$ cat src/rtl/clause_fetch_sequencer.sv
// Looks up one literal in the address translation table, then walks the returned clause mask
// and issues one clause address (base + slot) per set bit, lowest slot first, over valid/ready.
module clause_fetch_sequencer #(
  parameter int MAX_CLAUSES_PER_VARIABLE = 20,
  parameter int LITERAL_ADDRESS_WIDTH    = 11,
  parameter int SLOT_WIDTH               = 5
) (
  input  logic                                clk,
  input  logic                                reset,
  input  logic                                lit_valid_i,
  output logic                                lit_ready_o,
  input  logic [LITERAL_ADDRESS_WIDTH:0]      lit_i,
  output logic [LITERAL_ADDRESS_WIDTH:0]      at_index_o,
  input  logic [LITERAL_ADDRESS_WIDTH-1:0]    at_address_i,
  input  logic [MAX_CLAUSES_PER_VARIABLE-1:0] at_mask_i,
  output logic                                ca_valid_o,
  input  logic                                ca_ready_i,
  output logic [LITERAL_ADDRESS_WIDTH-1:0]    ca_addr_o,
  output logic [SLOT_WIDTH-1:0]               ca_slot_o,
  output logic                                ca_last_o,
  output logic                                done_o,
  output logic                                empty_o
);

  localparam int MC  = MAX_CLAUSES_PER_VARIABLE;
  localparam int LAW = LITERAL_ADDRESS_WIDTH;

  typedef enum logic [1:0] {S_IDLE, S_ISSUE, S_WAIT, S_WALK} state_t;

  state_t                r_state;
  logic [LAW-1:0]        r_base;
  logic [MC-1:0]         r_rem;

  logic                  w_accept;
  logic                  w_handshake;
  logic [MC-1:0]         w_nextRem;
  logic [MC-1:0]         w_src;
  logic [LAW-1:0]        w_srcBase;
  logic [SLOT_WIDTH-1:0] w_slot;
  logic                  w_srcNonZero;
  logic                  w_srcLast;

  assign lit_ready_o = (r_state == S_IDLE);
  assign w_accept    = lit_valid_i & lit_ready_o;
  assign w_handshake = ca_valid_o & ca_ready_i;
  assign w_nextRem   = r_rem & ~(MC'(1) << ca_slot_o);

  // The first address comes straight from the AT outputs; later ones from the remaining mask.
  assign w_src     = (r_state == S_WAIT) ? at_mask_i : w_nextRem;
  assign w_srcBase = (r_state == S_WAIT) ? at_address_i : r_base;

  always_comb begin
    w_slot = '0;
    for (int i = MC - 1; i >= 0; i--) begin
      if (w_src[i]) w_slot = SLOT_WIDTH'(i);
    end
  end

  assign w_srcNonZero = |w_src;
  assign w_srcLast    = w_srcNonZero && ((w_src & (w_src - MC'(1))) == '0);

  always_ff @(posedge clk or posedge reset) begin
    if (reset) begin
      r_state    <= S_IDLE;
      r_base     <= '0;
      r_rem      <= '0;
      at_index_o <= '0;
      ca_valid_o <= 1'b0;
      ca_addr_o  <= '0;
      ca_slot_o  <= '0;
      ca_last_o  <= 1'b0;
      done_o     <= 1'b0;
      empty_o    <= 1'b0;
    end else begin
      done_o  <= 1'b0;
      empty_o <= 1'b0;
      case (r_state)
        S_IDLE: begin
          if (w_accept) begin
            at_index_o <= lit_i;
            r_state    <= S_ISSUE;
          end
        end
        S_ISSUE: r_state <= S_WAIT;
        S_WAIT: begin
          r_base <= at_address_i;
          r_rem  <= at_mask_i;
          if (w_srcNonZero) begin
            ca_valid_o <= 1'b1;
            ca_addr_o  <= w_srcBase + LAW'(w_slot);
            ca_slot_o  <= w_slot;
            ca_last_o  <= w_srcLast;
            r_state    <= S_WALK;
          end else begin
            empty_o <= 1'b1;
            r_state <= S_IDLE;
          end
        end
        S_WALK: begin
          // Address sums wrap modulo the address width by design.
          if (w_handshake) begin
            r_rem <= w_nextRem;
            if (ca_last_o) begin
              ca_valid_o <= 1'b0;
              done_o     <= 1'b1;
              r_state    <= S_IDLE;
            end else begin
              ca_addr_o <= w_srcBase + LAW'(w_slot);
              ca_slot_o <= w_slot;
              ca_last_o <= w_srcLast;
            end
          end
        end
        default: r_state <= S_IDLE;
      endcase
    end
  end

endmodule

$ cat config.mk
export PLATFORM = sky130hd
export DESIGN_NAME = clause_fetch_sequencer
export DESIGN_NICKNAME = d
export VERILOG_FILES = /design/src/rtl/clause_fetch_sequencer.sv
export SDC_FILE = /design/constraint.sdc
export NUM_CORES = 1
export LEC_CHECK = 0
export BUFFER_PORTS_ARGS = -buffer_cell sky130_fd_sc_hd__buf_2
export CORE_MARGIN = 2
export CORE_UTILIZATION = 45
export CTS_CLUSTER_DIAMETER = 150
export CTS_CLUSTER_SIZE = 24
export DETAILED_ROUTE_END_ITERATION = 6
export GPL_TIMING_DRIVEN = 0
export PLACE_DENSITY_LB_ADDON = 0.05
export SYNTH_ARGS = -nofsm -noshare
export SYNTH_HDL_FRONTEND = slang
export SYNTH_SLANG_ARGS = --single-unit
$ cat constraint.sdc
create_clock -name clk -period 8.5 [get_ports clk]
set_clock_uncertainty 0.2 [all_clocks]
set_input_delay 1.7 -clock clk [delete_from_list [all_inputs] [get_ports clk]]
set_output_delay 1.7 -clock clk [all_outputs]
set_load 0.005 [all_outputs]
[Word level (Yosys, flattened, before mapping)]
Index checks and enable logic that the tools add are counted.
Operators by class
  $add $sub $neg: 2
  equality and inequality tests: 8
  shifts and indexed selects: 1
  mux-type cells: 50
  bitwise gates (word level): 5
  reduce and logical (&&, ||, !) cells: 11
Operators by type and width (number)
  $mux W5: 23
  $mux W11: 4
  $and A20 B20 Y20: 2
  $mux W20: 2
  $pmux W20 S2: 1
  $pmux W11 S2: 1
  $logic_not A20 Y1: 1
  $not A20 Y20: 1
  $reduce_or A20 Y1: 1
  $shl A1 B5 Y20 const A: 1
  $sub A20 B1 Y20 const B: 1
  $add A11 B5 Y11: 1
  $mux W1: 11
  $pmux W5 S2: 1
  $mux W2: 4
  $ne A2 B2 Y1 const B: 4
  $pmux W2 S4: 1
  $reduce_and A4 Y1: 2
  $reduce_and A3 Y1: 2
  $eq A2 B2 Y1 const B: 2
  $pmux W1 S2: 2
  $reduce_and A2 Y1: 2
  $and A1 B1 Y1: 2
  $eq A2 B1 Y1 const B: 1
  4 further kinds: 4
Storage, ports and cells
  register bits after elaboration: 65
  input bits: 47
  output and inout bits: 33
  logic and storage cells: 87

[Depth between registers and ports, before layout]
Gate-level depths: netlist (run 1).
  depth after elaboration: 28
  mapped depth: 20

[Worst setup path before layout (run 1)]
OpenSTA, ideal clock, no wires.
  path type: input port to flip-flop
  start: input at_mask_i[4]
  end: register ca_addr_o[8]
  setup time: 127 ps
  arrival: 4419 ps
  setup slack: 3754 ps
  stages on the path: 15
  path buffers: 0
  cells stage by stage: mux2i_1 a21oi_1 or3_1 a221oi_1 a211oi_1 nor2_1 ha_1 inv_1 fa_1 nor2b_1 o21ai_0 a21boi_0 o2111ai_1 xnor2_1 mux2_1
Between the ends
  cells in the longest elaborated chain, start to end: 10
  elaborated cells between the ends (all ways): 14
  those cells by class: add/sub (1); eq/ne (1); mux (10); reduce/logical (2)
Ends and longest elaborated chain
  start: declaration: line 15  | input logic [MAX_CLAUSES_PER_VARIABLE-1:0] at_mask_i,
  $mux W20 *: line 49  | assign w_src = (r_state == S_WAIT) ? at_mask_i : w_nextRem;
  $mux W5 * (5 in a row): line 55  | if (w_src[i]) w_slot = SLOT_WIDTH'(i);
  named net w_slot[0]: line 39  | logic [SLOT_WIDTH-1:0] w_slot;
  $add A11 B5 Y11 *: line 90, 108
  $mux W11: line 103  | if (ca_last_o) begin
  $mux W11: line 101  | if (w_handshake) begin
  $pmux W11 S2 *: line 77  | case (r_state)
  end signal: assignment: line 90  | ca_addr_o <= w_srcBase + LAW'(w_slot);
  end signal: assignment: line 108  | ca_addr_o <= w_srcBase + LAW'(w_slot);
  end: declaration: line 18  | output logic [LITERAL_ADDRESS_WIDTH-1:0] ca_addr_o,
Mark *: on every way through the listed nets, which the timed path passes. The rest lies on a longest branch. The select of a mux whose other input is x is not followed.
A chain may end at the register's enable or synchronous reset.

[Worst setup path in the final report (run 1)]
  start: register r_state[1]
  end: register ca_addr_o[10]
Between the ends
  cells in the longest elaborated chain, start to end: 26
  elaborated cells between the ends (all ways): 35
  those cells by class: add/sub (1); eq/ne (5); mux (26); reduce/logical (3)
Ends and longest elaborated chain
  start: declaration: line 30  | state_t r_state;
  start signal: assignment: line 64  | r_state <= S_IDLE;
  start signal: assignment: line 81  | r_state <= S_ISSUE;
  start signal: assignment: line 84  | S_ISSUE: r_state <= S_WAIT;
  $eq A2 B2 Y1 *: line 49
  $mux W20 *: line 49
  $mux W5 (19 in a row): line 55
  $mux W5 *: line 55
  named net w_slot[0]: line 39
  $add A11 B5 Y11 *: line 90, 108
  $mux W11: line 103
  $mux W11: line 101
  $pmux W11 S2 *: line 77
Marked as above.

==> results of run 1 <==
[final cells by class]
type	instances	area share, %
plain buffers	25	2.409
clock buffers	9	2.620
clock inverters	7	1.773
inverters	16	1.323
multi-input cells	343	46.24
flip-flops and latches	65	34.41
well taps	108	2.859
repair buffers	79	8.364
[layer usage]
layer / up-vias / global-route usage (%) / wire length (um)
met5: - / 0 / 0
met4: 0 / 7.158 / 180
met3: 14 / 5.297 / 756
met2: 137 / 41.83 / 5434
met1: 1762 / 30.72 / 4893
li1: 1789 / - / -
[sequential cells by signal, summed over array words and instances, names as in the netlist, 2 cells and up]
register	cells
at_index_o	12
ca_slot_o	5
r_state	2
r_rem	20
ca_addr_o	11
r_base	11
[cell families (layout without fill, tap and decap cells)]
kind of cell    Yosys count  in the layout  share of synthesized area [%]
simple gates            165            165                          19.93
fa+ha+maj                 7              7                          2.323
buf+inv                  41            136                          4.363
compound gates          121            121                          18.64
xor+xnor                  8              8                          1.758
mux                      42             42                          12.18
flops                    65             65                          40.80
[path summary, 6_finish.rpt]
kind / from / to / slack (ns) / cells after the start
min in group asynchronous: reset / ca_addr_o[8] / 1.30 / 2
worst max register to register: r_state[1] / ca_addr_o[10] / 3.16 / 20
worst min register to register: r_base[3] / r_base[3] / 0.28 / 2
max in group asynchronous: reset / r_rem[8] / 6.28 / 2
worst min-delay path: r_base[3] / r_base[3] / 0.28 / 2
worst max-delay path: r_state[1] / ca_addr_o[10] / 3.16 / 20
[metrics by stage]
| step | power [mW] | hold WS, ns | util (%) | cells | instance area [um^2] |
|---|---|---|---|---|---|
| floorplan | 1.324 | 0.2451 | - | 449 | 3986 |
| CTS | 1.953 | 0.2864 | 54.74 | 652 | 4727 |
| detailed placement | 1.656 | 0.2649 | 52.33 | 636 | 4519 |
| global route | 2.110 | 0.3132 | 54.74 | 652 | 4727 |
| global placement | 1.639 | 0.2609 | 52.30 | 636 | 4517 |
| finish | 1.946 | 0.2830 | 54.74 | 652 | 4727 |
[report_power, final]
part | switching, mW | leakage, nW | internal [mW]
Clock | 0.148 | 0.103 | 0.141
Combinational | 0.686 | 1.31 | 0.457
Sequential | 0.0715 | 0.809 | 0.442
[cells in the final DEF (no fill, tap or decap), types with 3 or more instances in the layout]
cell type	count
mux2_2	13
mux2i_1	20
mux2_1	5
mux4_2	3
o21a_1	4
nor2b_1	7
a21oi_1	34
buf_2	86
nand2b_1	4
inv_6	3
inv_1	15
o2bb2ai_1	3
nand3_1	20
o31ai_1	3
a31oi_1	3
o311ai_0	3
o41ai_1	3
nor2_1	19
nand2_1	77
o21ai_0	38
clkbuf_8	9
xnor2_1	7
ha_1	5
dfrtp_1	65
o21ai_1	6
clkbuf_1	14
nor3b_1	3
or3_1	4
nor4_1	5
a211oi_1	4
and2_1	6
nor3_1	6
nor4b_1	3
a21o_1	6
[worst min-delay path, cell delays in order, from the launching register on]
cell and delay (ns):
dfrtp_1 0.33, nand2_1 0.04, nand2_1 0.07
==> results.yml, run 1 <==
power_and_ir_drop:
  p_per_area_nw_per_um2: 411.6
  ir_drop_mv: 0.1658
  p_leak_nw: 2.217
sta:
  rsz0062_at_grt: "false"
  finalHoldViolCount: 0
  fin_ws_ns: 3.161
  setup_tns_ns: 0
  slew_headroom_pct: 29.97
  post-route-min-period_ns: 5.340
  worstMarginPinSlew_ns: 1.048
  max_freq_mhz: 187.3
  setup_viol: 0
  slew_viol_final: 0
  period_share_pct: 62.82
critical_path:
  critPathMaxStageDelay_ns: 0.55
  crit_buf_inv: 4
  crit_fanout: 10
  endpoint_kind: "register"
  critPathKind: "reg -> reg"
  cp_top_family: "simple AND/OR/NAND/NOR gates"
  start_kind: "register"
  cp_slowest_cell: "nor3_1"
  critPathRequiredTime_ns: 8.54
  path_cells: "nor2b_1 -> buf_2 -> buf_2 -> clkbuf_1 -> nor3_1 -> a21oi_1 -> or3_1 -> a221oi_1 -> a211oi_1 -> nor2_1 -> ha_1 -> inv_1 -> fa_1 -> nor2b_1 -> o21ai_0 -> a21boi_0 -> o2111ai_1 -> nor3_1 -> xnor2_1 -> o21ai_0"
  arrival_ns: 5.38
grt:
  grt_pass1_wl_um: 18660
  grt_usage_pct: 24.29
  grt_overflow: 0
  grt_max_degree: 66
  antenna_found_initial: 0
  grt_pass1_vias: 3786
logic_synthesis:
  synth.top_cell.area_share_pct: 40.80
  ys.warnings.count: 0
  yosys-top-cells-count: "77 x nand2_1, 65 x dfrtp_1, 38 x o21ai_0"
  synth_nets: 502
  ys_top_cells_by_area: "dfrtp_1 41%, nand2_1 7.3%, mux2i_1 5.0%"
  syn_area_per_cell_um2: 8.878
  synth_edf_count: 0
  ys_seq_area_share_pct: 40.80
  ys_ff_latch: 65
  synth_largest_area_cell: "dfrtp_1"
  yosysUniqueCellTypes: 59
  postSynthCellCount: 449
  syn_area_um2: 3986
  ys.flop_type: "dfrtp_1"
  async_reset_ff_share_pct: 100.0
  synth_most_common_cell: "nand2_1"
placed_design:
  gp_congestion: 0.8999
  pre_cts_slack_ns: 3.116
  port_buffers: 79
  dp_hpwl_um: 8400
final_layout:
  n_fill_cell: 844
  area_growth_pct: 18.58
  multi_input_area_um2: 2186
  antenna_cells: 0
  nNetsFinal: 592
  drive_above_1_share_pct: 23.35
  regArea_um2: 1627
run_status:
  status: "finished, final reports clean"
floorplanning:
  die_y_um: 98.12
  num_rows: 34
  die-area_um2: 9628
  start_util_pct: 46.16
  die_w_um: 98.12
  coreArea_um2: 8636
  io_pins: 80
run:
  maxCapViolCount: 0
clock_network:
  root_buffer: "clkbuf_8"
  clk_latency_ns: 0.36
  cts_tree: "done"
  h-tree-depth: 3
  cts_sinks: 65
  post-cts-setup-buffers: 0
  clk_pin_slew_ns: 0.09
  ctsHoldBuffers: 0
  cts_buffers: 9
  cts_resized: 0
  clk_path_buf_depth: 2
min_path:
  hold_path_class: "reg -> reg"
route:
  drt_iter0_markers: 213
  drc_errors: 0
  via_per_inst: 5.678
  routedWlPerCell_um: 17.28
  detail-route-antenna-nets: 0
  drt_pass1_iterations: 5
  num_vias: 3702
  routed_wl_um: 11260
No activity file was read; power rests on OpenSTA's default activity.
==> run 2, diff against run 1 <==
clock period = 5 ns   (was 8.5 ns; I/O delays follow)
==> run 2 against run 1 <==
Effect of this change:
- clock power up 72%
- core utilization increased by 0.91 points
- sequential power is 70% higher
- first-iteration DRC count unchanged
- die area unchanged
- critical path depth fell by 1
- critical path type unchanged
- flip-flop and latch count did not move
- worst setup slack got worse by 2.9 ns
- register-to-register slack got worse by 2.9 ns
- cell count grew 0.31%
==> results.yml, run 2 (synthesized netlist as in run 1, its figures left out) <==
final_layout:
  regMostFlops: "r_rem"
  antenna_cells: 0
  layout_common_cells: "86 x buf_2, 77 x nand2_1, 65 x dfrtp_1"
  reg_top3: "r_rem: 20 flops, at_index_o: 12 flops"
  layout_commonest_cell: "buf_2"
  nNetsFinal: 594
  area_growth_pct: 20.56
  largest_register_ffs: 20
  drive_above_1_share_pct: 26.01
critical_path:
  arrival_ns: 4.76
  endpoint_kind: "register"
  cp_slowest_cell: "or3_1"
  critPathRequiredTime_ns: 5.05
  reg2reg_depth: 19
  critPathMaxStageDelay_ns: 0.45
  reg2reg_to: "ca_addr_o[8]"
  start_kind: "register"
  path_cells: "nor2b_1 -> buf_2 -> clkbuf_4 -> buf_2 -> nor3_4 -> a21oi_1 -> or3_1 -> a221oi_2 -> a211oi_1 -> nor2_1 -> ha_1 -> inv_1 -> fa_1 -> nor2b_1 -> o21ai_0 -> a21boi_2 -> o2111ai_2 -> xnor2_1 -> mux2_1"
  r2r-start: "r_state[1]"
  crit_fanout: 10
  rrSetupSlack_ns: 0.29
  critPathKind: "reg -> reg"
power_and_ir_drop:
  total_power_mw: 3.379
  p_leak_nw: 2.248
  ir_drop_mv: 0.2848
  p_per_area_nw_per_um2: 703.0
grt:
  grt_pass1_wl_um: 18710
  grt_max_degree: 66
  grt_pass1_vias: 3790
  grt_overflow: 0
  grt_usage_pct: 24.35
  antenna_found_initial: 0
floorplanning:
  die_w_um: 98.12
  die_y_um: 98.12
  die-area_um2: 9628
  coreArea_um2: 8636
  start_util_pct: 46.16
  num_rows: 34
  io_pins: 80
placed_design:
  gp_congestion: 0.8999
  dp_hpwl_um: 8400
  port_buffers: 79
clock_network:
  cts_buffers: 9
  ctsHoldBuffers: 0
  cts_tree: "done"
  h-tree-depth: 3
  root_buffer: "clkbuf_8"
  clk_path_buf_depth: 2
  cts_sinks: 65
  clk_latency_ns: 0.37
  clk_pin_slew_ns: 0.09
min_path:
  hold_path_class: "reg -> reg"
  min_to: "r_base[4]"
  worstHoldStart: "r_base[4]"
  min_path_cells: 2
route:
  num_vias: 3697
  drt_pass1_iterations: 5
  routed_wl_um: 11390
  via_per_inst: 5.653
  detail-route-antenna-nets: 0
  routedWlPerCell_um: 17.42
  drt_iter0_markers: 213
  drc_errors: 0
sta:
  slew_viol_final: 0
  rsz0062_at_grt: "false"
  setup_viol: 0
  slew_headroom_pct: 46.96
  worstMarginPinSlew_ns: 0.7956
  setup_tns_ns: 0
  max_freq_mhz: 212.5
  post-route-min-period_ns: 4.707
  finalHoldViolCount: 0
  period_share_pct: 94.13
run_status:
  status: "finished, final reports clean"
run:
  maxCapViolCount: 0
-- run 2: cell count changes in the layout (fill, tap and decap cells not counted), sizes merged --
cell | before | now
buf | 90 | 92
-- run 2: how the worst max path moves through the flow --
stage,startpoint,endpoint,slack (ns)
2_1_floorplan,r_state[1],ca_addr_o[8],0.67
3_3_place_gp,r_state[1],ca_addr_o[10],-0.23
3_5_place_dp,r_state[1],ca_addr_o[10],-0.26
4_1_cts,r_state[1],ca_addr_o[10],0.07
5_1_grt,r_state[1],ca_addr_o[9],0.004
6_report,r_state[1],ca_addr_o[8],0.29
-- run 2: stage by stage --
stage / instances / worst slack [ns] / hold slack [ns] / area [um^2] / utilization, %
final: 654 / 0.2934 / 0.2821 / 4806 / 55.65
after global routing: 654 / 0.004171 / 0.3132 / 4806 / 55.65
after CTS: 652 / 0.07471 / 0.2864 / 4738 / 54.87
after detailed placement: 636 / -0.2631 / 0.2649 / 4519 / 52.33
after global placement: 636 / -0.2339 / 0.2609 / 4517 / 52.30
after floorplan: 449 / 0.6703 / 0.2451 / 3986 / -
-- run 2: what timing repair did --
item / 4_1_cts / 5_1_grt
buffers inserted: 0 / 2
pin swaps: 0 / 2
endpoints found under the setup margin: 3 / 6
resized for setup: 4 / 15
-- run 2: layout make-up --
cell class / instances / area (um^2)
buffer: 25 / 118.9
clock buffer: 9 / 123.9
clock inverter: 7 / 83.83
fill: 825 / 3830
inverter: 16 / 62.56
multi-input combinational: 343 / 2245
sequential: 65 / 1627
tap: 108 / 135.1
timing repair buffer: 81 / 410.4
-- run 2: power by group --
group          internal (mW)  switching (mW)
Sequential             0.752           0.123
Combinational          0.808            1.20
Clock                  0.240           0.258
Total                   1.80            1.58
-- run 2: critical path, delay by kind of cell, from the launching register on --
family          cells  cell delay (ns)
simple gates        5             1.14
compound gates      6             1.09
buf+inv             4             0.70
fa+ha+maj           2             0.58
flops               1             0.43
mux                 1             0.28
xor+xnor            1             0.16
-- run 2: per-layer routing --
layer | wire length (um) | track usage (%)
met1 | 5125 | 30.90
met3 | 603 | 5.225
met4 | 185 | 7.265
met2 | 5475 | 41.83
met5 | 0 | 0
